`config.mk`:
```
export PLATFORM = sky130hd
export DESIGN_NAME = reservation_station_ooo
export DESIGN_NICKNAME = d
export VERILOG_FILES = /design/src/rtl/reservation_station_ooo_pkg.sv /design/src/rtl/reservation_station_ooo_age_matrix.sv /design/src/rtl/reservation_station_ooo.sv
export SDC_FILE = /design/constraint.sdc
export NUM_CORES = 1
export LEC_CHECK = 0
export ABC_AREA = 1
export BUFFER_PORTS_ARGS = -buffer_cell sky130_fd_sc_hd__buf_4
export CAP_MARGIN = 20
export CORE_MARGIN = 2
export CORE_UTILIZATION = 50
export CTS_CLUSTER_SIZE = 12
export DETAILED_ROUTE_END_ITERATION = 12
export GPL_TIMING_DRIVEN = 0
export PLACE_DENSITY_LB_ADDON = 0.15
export SLEW_MARGIN = 20
export SYNTH_ARGS = -nofsm -noshare
export SYNTH_HDL_FRONTEND = slang
export SYNTH_SLANG_ARGS = --single-unit
```
`constraint.sdc`:
```
create_clock -name clk -period 3.6 [get_ports clk]
set_input_delay 0.36 -clock clk [delete_from_list [all_inputs] [get_ports clk]]
set_output_delay 0.36 -clock clk [all_outputs]
set_load 0.03 [all_outputs]
```
`src/rtl/reservation_station_ooo_pkg.sv`:
```
// reservation_station_ooo_pkg: shared widths, entry/CDB types and the CDB tag-match helper.
// Rev 1.0
`default_nettype none

package reservation_station_ooo_pkg;

  localparam int RSV_ID_W = 4;
  localparam int INSTR_W  = 8;
  localparam int DATA_W   = 8;
  localparam int CDB_W    = RSV_ID_W + DATA_W;
  localparam int OPS_MAX  = 3;
  localparam int CDB_MAX  = 4;

  typedef struct packed {
    logic [RSV_ID_W-1:0] tag;
    logic [DATA_W-1:0]   data;
  } cdb_t;

  typedef struct packed {
    logic                       valid;
    logic [RSV_ID_W-1:0]        dest;
    logic [INSTR_W-1:0]         opcode;
    logic [OPS_MAX-1:0]         filled;
    cdb_t [OPS_MAX-1:0]         opnd;
  } rsv_entry_t;

  typedef struct packed {
    logic              hit;
    logic [DATA_W-1:0] data;
  } cdb_hit_t;

  // Walks ports from high to low so the lowest matching port index wins.
  function automatic cdb_hit_t cdb_match(input logic [RSV_ID_W-1:0] tag,
                                         input logic [CDB_MAX-1:0]  vld,
                                         input cdb_t [CDB_MAX-1:0]  bus);
    cdb_hit_t r;
    r = '0;
    for (int p = CDB_MAX - 1; p >= 0; p--) begin
      if (vld[p] && (bus[p].tag == tag)) begin
        r.hit  = 1'b1;
        r.data = bus[p].data;
      end
    end
    return r;
  endfunction

endpackage

`default_nettype wire

```
`src/rtl/reservation_station_ooo_age_matrix.sv`:
```
// reservation_station_ooo_age_matrix: pairwise age matrix returning the oldest requester.
// Rev 1.0
`default_nettype none

module reservation_station_ooo_age_matrix #(
  parameter int N = 8
) (
  input  logic         clk,
  input  logic         nrst,
  input  logic [N-1:0] i_alloc,
  input  logic [N-1:0] i_free,
  input  logic [N-1:0] i_req,
  output logic [N-1:0] o_grant
);

  // r_older[i][j] = 1 when entry i is older than entry j; diagonal stays 0.
  logic [N-1:0] r_older [N];

  always_ff @(posedge clk or negedge nrst) begin
    if (!nrst) begin
      for (int i = 0; i < N; i++) r_older[i] <= '0;
    end else begin
      for (int i = 0; i < N; i++) begin
        for (int j = 0; j < N; j++) begin
          if (i_free[i] || i_free[j]) begin
            r_older[i][j] <= 1'b0;
          end else if (i_alloc[j] && (i != j)) begin
            r_older[i][j] <= 1'b1;
          end else if (i_alloc[i]) begin
            r_older[i][j] <= 1'b0;
          end
        end
      end
    end
  end

  always_comb begin
    o_grant = '0;
    for (int i = 0; i < N; i++) begin
      o_grant[i] = i_req[i];
      for (int j = 0; j < N; j++) begin
        if (i_req[j] && r_older[j][i]) o_grant[i] = 1'b0;
      end
    end
  end

endmodule

`default_nettype wire

```
`src/rtl/reservation_station_ooo.sv`:
```
// reservation_station_ooo: CDB-snooping reservation station issuing the oldest ready entry.
// Rev 1.0
`default_nettype none

module reservation_station_ooo
  import reservation_station_ooo_pkg::*;
#(
  parameter int N_OPERANDS  = 2,
  parameter int N_ENTRIES_W = 3,
  parameter int N_CDB       = 2,
  parameter int IN_ORDER    = 0
) (
  input  logic                                                    clk,
  input  logic                                                    nrst,
  input  logic                                                    i_valid,
  input  logic [RSV_ID_W+INSTR_W+N_OPERANDS*(RSV_ID_W+DATA_W)-1:0] i_data,
  input  logic [N_OPERANDS-1:0]                                   i_filled,
  output logic                                                    i_ready,
  output logic                                                    o_valid,
  output logic [RSV_ID_W+INSTR_W+N_OPERANDS*DATA_W-1:0]            o_data,
  input  logic                                                    o_ready,
  input  logic [N_CDB-1:0]                                        cdb_valid,
  input  logic [N_CDB*CDB_W-1:0]                                  cdb,
  input  logic                                                    flush,
  output logic [N_ENTRIES_W:0]                                    o_count
);

  localparam int NE   = 1 << N_ENTRIES_W;
  localparam int OP_W = RSV_ID_W + DATA_W;
  localparam int IN_W = RSV_ID_W + INSTR_W + N_OPERANDS * OP_W;

  rsv_entry_t r_ent     [NE];
  rsv_entry_t w_ent_nxt [NE];
  rsv_entry_t w_new;

  logic [N_ENTRIES_W:0] r_count;
  logic                 r_lock;
  logic [NE-1:0]        r_lock_oh;

  logic [NE-1:0] w_valid, w_rdy, w_req, w_grant, w_sel;
  logic [NE-1:0] w_alloc_oh, w_issue_oh, w_age_alloc, w_age_free;
  logic          w_full, w_accept, w_issue, w_found, w_unused;

  cdb_t [CDB_MAX-1:0]     w_cdb;
  logic [CDB_MAX-1:0]     w_cdb_vld;

  logic [RSV_ID_W-1:0]          w_sel_dest;
  logic [INSTR_W-1:0]           w_sel_opc;
  logic [N_OPERANDS*DATA_W-1:0] w_sel_ops;

  for (genvar p = 0; p < CDB_MAX; p++) begin : g_cdb
    if (p < N_CDB) begin : g_used
      assign w_cdb[p]     = cdb_t'(cdb[p*CDB_W +: CDB_W]);
      assign w_cdb_vld[p] = cdb_valid[p];
    end else begin : g_pad
      assign w_cdb[p]     = '0;
      assign w_cdb_vld[p] = 1'b0;
    end
  end

  for (genvar e = 0; e < NE; e++) begin : g_status
    assign w_valid[e] = r_ent[e].valid;
    assign w_rdy[e]   = r_ent[e].valid & (&r_ent[e].filled);
  end

  assign w_full   = &w_valid;
  assign i_ready  = ~w_full;
  assign w_accept = i_valid & ~w_full & ~flush;
  assign w_req    = (IN_ORDER != 0) ? w_valid : w_rdy;

  // A presented-but-stalled entry stays locked so o_data cannot change under the FU.
  assign w_sel      = r_lock ? r_lock_oh : (w_grant & w_rdy);
  assign o_valid    = |w_sel;
  assign w_issue    = o_valid & o_ready;
  assign w_issue_oh = w_issue ? w_sel : '0;

  assign w_age_alloc = w_accept ? w_alloc_oh : '0;
  assign w_age_free  = flush ? {NE{1'b1}} : w_issue_oh;

  reservation_station_ooo_age_matrix #(.N(NE)) u_age (
    .clk     (clk),
    .nrst    (nrst),
    .i_alloc (w_age_alloc),
    .i_free  (w_age_free),
    .i_req   (w_req),
    .o_grant (w_grant)
  );

  always_comb begin
    w_alloc_oh = '0;
    w_found    = 1'b0;
    for (int e = 0; e < NE; e++) begin
      if (!w_valid[e] && !w_found) begin
        w_alloc_oh[e] = 1'b1;
        w_found       = 1'b1;
      end
    end
  end

  always_comb begin : p_new
    cdb_hit_t w_hit;
    w_hit        = '0;
    w_new        = '0;
    w_new.valid  = 1'b1;
    w_new.dest   = i_data[IN_W-1 -: RSV_ID_W];
    w_new.opcode = i_data[IN_W-RSV_ID_W-1 -: INSTR_W];
    for (int o = 0; o < N_OPERANDS; o++) begin
      w_new.opnd[o]   = cdb_t'(i_data[o*OP_W +: OP_W]);
      w_hit           = cdb_match(w_new.opnd[o].tag, w_cdb_vld, w_cdb);
      w_new.filled[o] = i_filled[o] | w_hit.hit;
      if (!i_filled[o] && w_hit.hit) w_new.opnd[o].data = w_hit.data;
    end
    for (int o = N_OPERANDS; o < OPS_MAX; o++) w_new.filled[o] = 1'b1;
  end

  always_comb begin : p_next
    cdb_hit_t w_hit;
    w_hit = '0;
    for (int e = 0; e < NE; e++) begin
      w_ent_nxt[e] = r_ent[e];
      for (int o = 0; o < OPS_MAX; o++) begin
        w_hit = cdb_match(r_ent[e].opnd[o].tag, w_cdb_vld, w_cdb);
        if (r_ent[e].valid && !r_ent[e].filled[o] && w_hit.hit) begin
          w_ent_nxt[e].filled[o]    = 1'b1;
          w_ent_nxt[e].opnd[o].data = w_hit.data;
        end
      end
      if (w_issue_oh[e]) w_ent_nxt[e].valid = 1'b0;
      if (w_accept && w_alloc_oh[e]) w_ent_nxt[e] = w_new;
      if (flush) w_ent_nxt[e].valid = 1'b0;
    end
  end

  always_comb begin
    w_sel_dest = '0;
    w_sel_opc  = '0;
    w_sel_ops  = '0;
    w_unused   = 1'b0;
    for (int e = 0; e < NE; e++) begin
      if (w_sel[e]) begin
        w_sel_dest = w_sel_dest | r_ent[e].dest;
        w_sel_opc  = w_sel_opc | r_ent[e].opcode;
        for (int o = 0; o < N_OPERANDS; o++) begin
          w_sel_ops[o*DATA_W +: DATA_W] = w_sel_ops[o*DATA_W +: DATA_W] | r_ent[e].opnd[o].data;
        end
      end
      for (int o = N_OPERANDS; o < OPS_MAX; o++) w_unused = w_unused ^ (^r_ent[e].opnd[o].data);
    end
  end

  assign o_data  = {w_sel_dest, w_sel_opc, w_sel_ops};
  assign o_count = r_count;

  always_ff @(posedge clk or negedge nrst) begin
    if (!nrst) begin
      for (int e = 0; e < NE; e++) r_ent[e] <= '0;
      r_count   <= '0;
      r_lock    <= 1'b0;
      r_lock_oh <= '0;
    end else begin
      for (int e = 0; e < NE; e++) r_ent[e] <= w_ent_nxt[e];
      r_count   <= flush ? '0 : (r_count + {{N_ENTRIES_W{1'b0}}, w_accept}
                                         - {{N_ENTRIES_W{1'b0}}, w_issue});
      r_lock    <= o_valid & ~o_ready & ~flush;
      r_lock_oh <= w_sel;
    end
  end

endmodule

`default_nettype wire

```
Word level (Yosys, flattened, before mapping):

Index checks and enable logic that the tools add are counted.

* add/subtract/negate cells: 2
* eq/ne operators: 36
* muxes and demuxes: 347
* bitwise logic cells: 47
* reduce and logical (&&, ||, !) cells: 314

Operators by type and width (number)
* 52-bit two-way mux: 8
* 9-bit two-way mux: 38
* 8-bit two-way mux: 38
* 1-bit two-way mux: 246
* 8-bit OR: 21
* 1-bit logical AND: 167
* 4-bit == test: 36
* 16-bit two-way mux: 8
* 3-bit nonzero test: 36
* 2-bit nonzero test: 32
* 1-bit zero test: 39
* 4-bit two-way mux: 9
* 1-bit logical OR: 28
* 4-bit OR: 7
* 3-bit AND reduction: 8
* 1-bit bitwise AND: 13
* 8-bit bitwise AND: 1
* 4-bit zero test: 2
* 8-bit AND reduction: 1
* 8-bit OR reduction: 1
* 4-bit by 1-bit adder with 4-bit output: 1
* 4-bit by 1-bit subtractor with 4-bit output: 1
* 1-bit NOT: 3
* 1-bit OR: 2

* bits in registers: 397
* output and inout bits: 34
* word-level logic and storage cells: 893

Depth between registers and ports, before layout:

Gate-level depths: netlist of the first run.

* word-level depth: 28
* mapped depth: 19

Hierarchy:

A second synthesis of the first run with hierarchy kept.

* cell total of the unflattened synthesis: 3448
* area, all modules: 23726.5 um^2

Modules (own cells, without submodules)
* reservation_station_ooo: times used 1, cells each 3084, area an instance 20976.4 um^2, seq. area each 8333.0 um^2
* reservation_station_ooo_age_matrix: times used 1, cells each 364, area an instance 2750.1 um^2, seq. area each 1401.3 um^2

Worst setup path after synthesis of the first run:

No wires, ideal clock.

* path kind: register to register
* from: register, netlist name r_ent[207]
* to: register r_count[2], in the netlist o_count[2]
* setup time: 0.119 ns
* arrival time: 2.576 ns
* data required time: 3.481 ns
* path slack: 0.905 ns
* stages on the path, launching flop included: 17
* clock period less this slack: 2.695 ns
* path through: dfrtp_1 > buf_2 > nand2_1 > nor2_1 > nand2_1 > nand2_1 > nor2_1 > a21boi_2 > nand2_1 > nor2_1 > a21boi_0 > ha_1 > inv_1 > ha_1 > fa_1 > xnor2_1 > nor2_1

* cells in the longest elaborated chain, start to end: 15
* elaborated cells between the ends (all ways): 56

Ends and longest elaborated chain
* 1-bit bitwise AND: RTL line reservation_station_ooo.sv:63 `assign w_rdy[e] = r_ent[e].valid & (&r_ent[e].filled);`
* 1-bit two-way mux (8 in a row): RTL line reservation_station_ooo_age_matrix.sv:42 `if (i_req[j] && r_older[j][i]) o_grant[i] = 1'b0;`
* 8-bit bitwise AND: RTL line reservation_station_ooo.sv:72 `assign w_sel = r_lock ? r_lock_oh : (w_grant & w_rdy);`
* 8-bit two-way mux: RTL line reservation_station_ooo.sv:72
* 8-bit OR reduction: RTL line reservation_station_ooo.sv:73 `assign o_valid = |w_sel;`
* 1-bit bitwise AND: RTL line reservation_station_ooo.sv:74 `assign w_issue = o_valid & o_ready;`
* 4-bit by 1-bit subtractor with 4-bit output (*): RTL line reservation_station_ooo.sv:163 `- {{N_ENTRIES_W{1'b0}}, w_issue});`
* 4-bit two-way mux (*): RTL line reservation_station_ooo.sv:162 `r_count <= flush ? '0 : (r_count + {{N_ENTRIES_W{1'b0}}, w_accept}`
* end signal: assignment: RTL line reservation_station_ooo.sv:162
* end: declaration: RTL line reservation_station_ooo.sv:36 `logic [N_ENTRIES_W:0] r_count;`

Every way passes the cells marked *; elsewhere a longest branch is shown, timed or not.
A chain may end at the register's enable or synchronous reset.

Worst setup path in the final report of the first run:

* from: register, netlist name r_ent[207]
* to: output port o_data[8]

* cells in the longest elaborated chain, start to end: 23
* elaborated cells between the ends (all ways): 62

Ends and longest elaborated chain
* 1-bit bitwise AND (*): RTL line reservation_station_ooo.sv:63
* 1-bit logical AND: RTL line reservation_station_ooo_age_matrix.sv:42
* 1-bit two-way mux (4 in a row): RTL line reservation_station_ooo_age_matrix.sv:42
* 8-bit bitwise AND (*): RTL line reservation_station_ooo.sv:72
* 8-bit two-way mux (*): RTL line reservation_station_ooo.sv:72
* 16-bit two-way mux: RTL line reservation_station_ooo.sv:140 `if (w_sel[e]) begin`
* 8-bit OR: RTL line reservation_station_ooo.sv:144 `w_sel_ops[o*DATA_W +: DATA_W] = w_sel_ops[o*DATA_W +: DATA_W] | r_ent[e].opnd[o].data;`
* 16-bit two-way mux: RTL line reservation_station_ooo.sv:140
* (+4 left out)
* 8-bit OR: RTL line reservation_station_ooo.sv:144
* 16-bit two-way mux: RTL line reservation_station_ooo.sv:140
* 8-bit OR: RTL line reservation_station_ooo.sv:144
* 16-bit two-way mux: RTL line reservation_station_ooo.sv:140
* 8-bit OR: RTL line reservation_station_ooo.sv:144
* 16-bit two-way mux: RTL line reservation_station_ooo.sv:140
* 8-bit OR: RTL line reservation_station_ooo.sv:144
* 16-bit two-way mux (*): RTL line reservation_station_ooo.sv:140
* end: declaration: RTL line reservation_station_ooo.sv:20 `output logic [RSV_ID_W+INSTR_W+N_OPERANDS*DATA_W-1:0] o_data,`

Marked as above.

==> results.md, run 1 <==
* Status: complete, no violations
* #FFs+latches synth at 389
* Primary FF master, synth: dfrtp_1
* Post-synth EDFFs at 0
* Crit end category: output port
* Vias in the first global route at about 22000
* Filler cells at slightly above 4000
* Final period utilization at 0.9905
* Leakage power at between 10 and 15 nW
* Die Y at ~210 um
* Grt ovf at 0
* Setup slack, reg-to-reg at 260 ps
* Yosys cell types at 49
* Layout Utilization at 0.5856
* First-pass GRT wire length at between 100000 and 150000 um
* Unrepaired setup endpoints after global routing: true
* Synth Area in Adders at 0.003212
* CTS tree: built
* Crit-path max FO at 10
* Peak supply drop at ~0.39 mV
* Non-Filler Instances at between 3000 and 4000
* Final wirelength at around 98000 um
* Seq. cell area at 9741 um^2
* Worst reg2reg startpoint: r_ent[207]
* Worst hold path depth at 3
* GR peak layer: met2
* GR Util met3 at 0.09840
* # nets final at ~3100
* GR Util met2 at 0.6470
* Setup CP Type: flop to output port
* Min-delay worst type: input port to flop
* Compound-Gate Fraction of Synth Area at 0.2230
* Min Hold Slack at roughly 7.4 ps
* Final Hold Vio Count at 0
* Commonest non-fill, non-tap cells in the layout: nand2_1, o21ai_0, dfrtp_1
* Largest net degree at the start of global routing at slightly above 100
* Rows at 76
* Post-synth top area cell: dfrtp_1
* Yosys warns at 0
* Clk_lat worst skew at 620 ps
* Die Wd at 212.9 um
* Share of synthesized flip-flops with an asynchronous set or reset at 1.000
* Reg2Reg Depth at 17
* Max Cap Viol at 0
* Clk buf depth at 3
* Worst EP arrival at 3210 ps
* Hold Path End: r_ent[406]
* Clk pin slew, worst setup/hold paths at 70 ps
* ANT nets after route at 0
* Boundary Pins at about 100
* GRT Resource Usage Total at 0.4343
* Clock Sinks at a little under 400
* DR DRC count at 0
* Die area at around 45000 um^2
* Avg Cell Area, Syn at 7.527 um^2
* Crit start category: flop
* Area of the multi-input gates at 10340 um^2
* Dpl hpwl at 69090 um
* Place WS at -219.6 ps
* Max-slew headroom at the worst pin at 0.2348
* Root Driver: clkbuf_16
* Layout cells sized above 1 at 0.1208
* DR pass1 iterations at 6
* Post-Syn Nets at a little under 3000
* Via count at between 20000 and 25000
* Initial antenna violation count at 3
* Final setup vio count at 0
* Core area at about 43000 um^2
* Post-Synth Simple-Gate Area at 0.2326
* Max-slew violation count at 0
* Met1 usage at 0.5741
* Most common cell after layout, fill and taps aside: nand2_1
* Worst hold path startpoint: i_data[27]
* DRT iter0 DRCs at about 3000
* GP Congestion at a little under 1
* Port bufs at between 90 and 100
* Area of placed instances at between 20000 and 25000 um^2
* Synthesized instance count at ~2900
* Fmax at 280.4 MHz
* Worst-margin pin slew at between 1000 and 1500 ps
* Largest cells by area after synthesis: dfrtp_1, nand2_1, o21ai_0
* Mux share of post-synthesis cell area at 0
* Sequential fraction of the synthesis area at 0.4463
* Crit Reg-Reg Endpoint: o_count[2]
* WL per Instance at between 20 and 30 um
* Post-route clock skew at just over 30 ps
* Post-Synth XOR/XNOR Area at 0.01164
* Yosys top cell area share at 0.4463
* Routed vias/inst at approximately 6.2
* Area Growth Syn to Fin at 15.65%
* Placed Cells at about 3600
* Tmin final at 3566 ps
* H-tree Lvls at 2
* Critical path data required time at roughly 3200 ps
* Num CTS Buffers at 46
* Worst setup margin at 34.24 ps
* Design area at 25230 um^2
* P per Cell Area at ~470 nW/um^2
* Mapped cell area at approximately 22000 um^2
* Initial Util at 0.5064
* Largest family of logic cells by synthesized area: simple AND/OR/NAND/NOR gates
-- report_power, final --
group	internal [mW]	switching (mW)	total (mW)
Combinational	0.654	1.40	2.05
Clock	2.76	2.01	4.77
Sequential	4.79	0.283	5.08
-- what timing repair did --
action / CTS / global route
hold endpoints to repair: 62 / 0
pin swaps: 4 / 3
hold buffers: 11 / 0
buffers inserted: 8 / 2
resized for setup: 43 / 20
setup endpoints to repair: 32 / 22
-- per-stage QoR --
stage / setup TNS [ps] / power (mW)
after floorplan: 0 / 6.253
after global placement: -699000 / 7.030
after detailed placement: -1221 / 7.097
after CTS: 0 / 11.79
after global routing: -7.076 / 12.26
final: 0 / 11.90
-- worst max-delay path by stage --
stage	startpoint	end	slack, ps	cells past startpoint
2_1_floorplan	r_ent[207]	o_count[2]	900	16
4_1_cts	r_ent[103]	o_data[10]	30	14
6_report	r_ent[207]	o_data[8]	30	14
3_5_place_dp	r_ent[103]	o_data[3]	-220	12
5_1_grt	r_ent[155]	o_data[0]	-7	15
3_3_place_gp	nrst	r_ent[406]	-1860	1
-- routing by layer --
layer  share of wire  wire [um]  vias up
li1                -          -     9996
met1            0.38      37240    11045
met2            0.43      42350     1582
met3            0.12      11700      347
met4           0.070       6822        2
met5         0.00012         12        -
-- Yosys cell counts (5+ instances only) --
cell type	number
nand2_1	835
o21ai_0	409
dfrtp_1	389
inv_1	242
nor2_1	158
a21oi_1	152
o211ai_1	150
nand3_1	91
clkbuf_1	73
buf_2	58
o21ai_1	53
nand4_1	38
o22ai_1	32
buf_4	24
a22o_1	18
inv_2	18
xnor2_1	18
nand3b_1	13
nor3_1	13
a21oi_2	12
nor2_2	12
xor2_1	11
nand3_4	7
o2111ai_1	6
o21ai_2	6
or2_2	6
buf_6	5
nor2_4	5
-- layout make-up --
class	instances	share of cell area
well taps	585	0.02901
clock buffers	73	0.05605
plain buffers	163	0.03442
multi-input cells	2080	0.4099
clock inverters	9	0.003819
repair buffers	118	0.04082
inverters	265	0.03963
flip-flops and latches	389	0.3861
diodes	2	0.0001984
-- cells by family (layout without fill, tap and decap cells) --
group / count (synthesis) / count (layout)
other: 0 / 2
XOR/XNOR: 29 / 29
AND/OR/NAND/NOR: 1196 / 1196
AO/OA/AOI/OAI: 850 / 850
buffers and inverters: 429 / 628
flip-flops: 389 / 389
adder cells (fa/ha/maj): 5 / 5
-- registers in the layout (all words and copies together) (netlist names) --
| signal | count |
|---|---|
| o_count | 4 |
| r_ent | 320 |
| r_lock | 1 |
| r_lock_oh | 8 |
| u_age.r_older | 56 |
-- critical path, cell delays in order (launching register included) --
cell and delay [ps]:
dfrtp_1 320, buf_4 210, nand2_1 110, nor2_4 250, nand2_1 90, nand2_1 100, nor2_1 70, a21oi_1 200
inv_1 90, clkbuf_4 290, nand2_1 110, nand3_1 100, nor2_1 160, nand4_1 260, buf_6 230
(Power assumes the default switching activity.)
==> run 2, diff against run 1 <==
--- a/config.mk
+++ b/config.mk
@@ -14,6 +14,7 @@
 export DETAILED_ROUTE_END_ITERATION = 12
 export GPL_TIMING_DRIVEN = 0
 export PLACE_DENSITY_LB_ADDON = 0.15
+export SKIP_CTS_REPAIR_TIMING = 1
 export SLEW_MARGIN = 20
 export SYNTH_ARGS = -nofsm -noshare
 export SYNTH_HDL_FRONTEND = slang
==> constraint.sdc (replaced) <==
create_clock -name clk -period 3.53 [get_ports clk]
set_input_delay 0.353 -clock clk [delete_from_list [all_inputs] [get_ports clk]]
set_output_delay 0.353 -clock clk [all_outputs]
set_load 0.03 [all_outputs]
==> results.md, run 2 (synthesized netlist as in run 1, its figures left out) <==
* Status: complete, but fails checks (was complete, no violations)
* Failing checks: negative hold slack
* Max FFs per register at 320 (unchanged)
* Placed Cells at 3580 (unchanged)
* Routed vias/inst at 6.225 (was 6.236)
* Min Hold Slack at -15.14 ps (was 7.424 ps)
* Die Wd at 212.9 um (unchanged)
* Design area at 25200 um^2 (was 25230 um^2)
* Via count at 22895 (was 22972)
* Clock Sinks at 389 (unchanged)
* Final period utilization at 0.9979
* Final setup vio count at 0 (unchanged)
* Fmax at 283.9 MHz
* Area Growth Syn to Fin at 15.52% (was 15.65%)
* P per Cell Area at 481.4 nW/um^2 (was 471.7 nW/um^2)
* WL per Instance at 26.62 um (was 26.63 um)
* Setup TNS at 0 ps (unchanged)
* CTS tree: built (unchanged)
* Final Hold Vio Count at 4 (was 0)
* H-tree Lvls at 2 (unchanged)
* Max-slew headroom at the worst pin at 0.2580 (was 0.2348)
* Clk pin slew, worst setup/hold paths at 60 ps (was 70 ps)
* Layout Utilization at 0.5850 (was 0.5856)
* Die Y at 212.9 um (unchanged)
* Worst EP arrival at 3170 ps (was 3210 ps)
* Root Driver: clkbuf_16 (unchanged)
* Critical path data required time at 3180 ps (was 3240 ps)
* Crit start category: flop (unchanged)
* Die area at 45310 um^2 (unchanged)
* Boundary Pins at 103 (unchanged)
* Initial antenna violation count at 3 (unchanged)
* DRT iter0 DRCs at 3251 (was 3081)
* Max Cap Viol at 0 (unchanged)
* Initial Util at 0.5064 (unchanged)
* Biggest regs: r_ent (320), u_age.r_older (56), r_lock_oh (8) (unchanged)
* Final wirelength at 97900 um (was 98110 um)
* Num CTS Buffers at 46 (unchanged)
* Clk_lat worst skew at 610 ps (was 620 ps)
* DR pass1 iterations at 8 (was 6)
* Post-route clock skew at 28.16 ps (was 31.00 ps)
* Port bufs at 93 (unchanged)
* Tmin final at roughly 3500 ps
* Non-Filler Instances at 3678 (was 3684)
* Rows at 76 (unchanged)
* Worst-margin pin slew at 1112 ps (was 1144 ps)
* Leakage power at 12.04 nW (was 12.06 nW)
* GP Congestion at 0.9920 (unchanged)
* Dpl hpwl at 69090 um (unchanged)
* Vias in the first global route at 21487 (was 21638)
* Most common cell after layout, fill and taps aside: nand2_1 (unchanged)
* Area of placed instances at 23360 um^2 (unchanged)
* Layout cells sized above 1 at 0.1223 (was 0.1208)
* # nets final at 3132 (was 3137)
* Grt ovf at 0 (unchanged)
* Crit-path max FO at 10 (unchanged)
* DR DRC count at 0 (unchanged)
* Largest Register: r_ent (unchanged)
* Min-delay worst type: input port to flop (unchanged)
* GRT Resource Usage Total at 0.4323 (was 0.4343)
* Peak supply drop at 0.3946 mV (was 0.3877 mV)
* Clk buf depth at 3 (unchanged)
* First-pass GRT wire length at 140900 um (was 141700 um)
* Setup CP Type: flop to output port (unchanged)
* ANT nets after route at 0 (unchanged)
* Core area at 43080 um^2 (unchanged)
* Largest net degree at the start of global routing at 102 (unchanged)
* Crit end category: output port (unchanged)
* Max-slew violation count at 0 (unchanged)
* Commonest non-fill, non-tap cells in the layout: nand2_1, o21ai_0, dfrtp_1 (unchanged)
==> run 2: cell types whose count changed in the layout (fill, tap and decap cells not counted), moves of 2 or more <==
cell	delta
buf_6	+2
buf_2	-2
dlygate4sd3_1	-6
a21oi_1	-2
a21oi_2	+2
buf_4	+2
==> run 2: cell type report <==
type                    count  area, um^2
fillers                  4082       17880
multi-input cells        2080       10340
flip-flops and latches    389        9741
clock buffers              73        1414
inverters                 265       999.7
repair buffers            114       997.2
plain buffers             162       877.1
well taps                 585       732.0
clock inverters             9       96.34
diodes                      1       2.502
==> run 2: metal layers <==
layer | track usage | wire (um)
met5 | 0 | 12
met1 | 0.5798 | 37640
met4 | 0.2653 | 6438
met3 | 0.08545 | 11160
met2 | 0.6456 | 42660
==> run 2: power breakdown <==
group	internal [mW]	total, mW	switching (mW)
Clock	2.81	4.86	2.05
Combinational	0.667	2.09	1.42
Sequential	4.89	5.18	0.291
==> run 2: critical path, cell delays in order, from the launching register on <==
cell and delay (ps):
dfrtp_1 370, buf_4 180, nand2_1 120, nor2_4 60, buf_12 140, nand2_1 50
nand2_1 40, nor2_1 210, nand2_1 100, nand2_1 120, buf_2 440, nand2_1 160
nand4_1 190, nand3b_1 170, buf_4 180
==> run 2: path summary, 6_finish.rpt <==
| kind | slack, ps | cells past startpoint | to | startpoint |
|---|---|---|---|---|
| setup / recovery | 8 | 14 | o_data[7] | r_ent[155] |
| hold reg to reg | 470 | 2 | r_ent[90] | r_ent[90] |
| hold / removal | -20 | 3 | r_ent[407] | i_data[28] |
| setup reg to reg | 160 | 13 | o_count[2] | r_lock |
| max in group asynchronous | 2100 | 4 | r_ent[311] | nrst |
| min in group asynchronous | 280 | 2 | r_ent[106] | nrst |
==> run 2: through the flow <==
| step | total power [mW] | setup slack, ps |
|---|---|---|
| 2_1_floorplan | 6.377 | 834.8 |
| 3_5_place_dp | 7.237 | -282.6 |
| 6_report | 12.13 | 7.540 |
| 5_1_grt | 12.50 | -20.53 |
| 3_3_place_gp | 7.170 | -1922 |
| 4_1_cts | 12.00 | -912.7 |
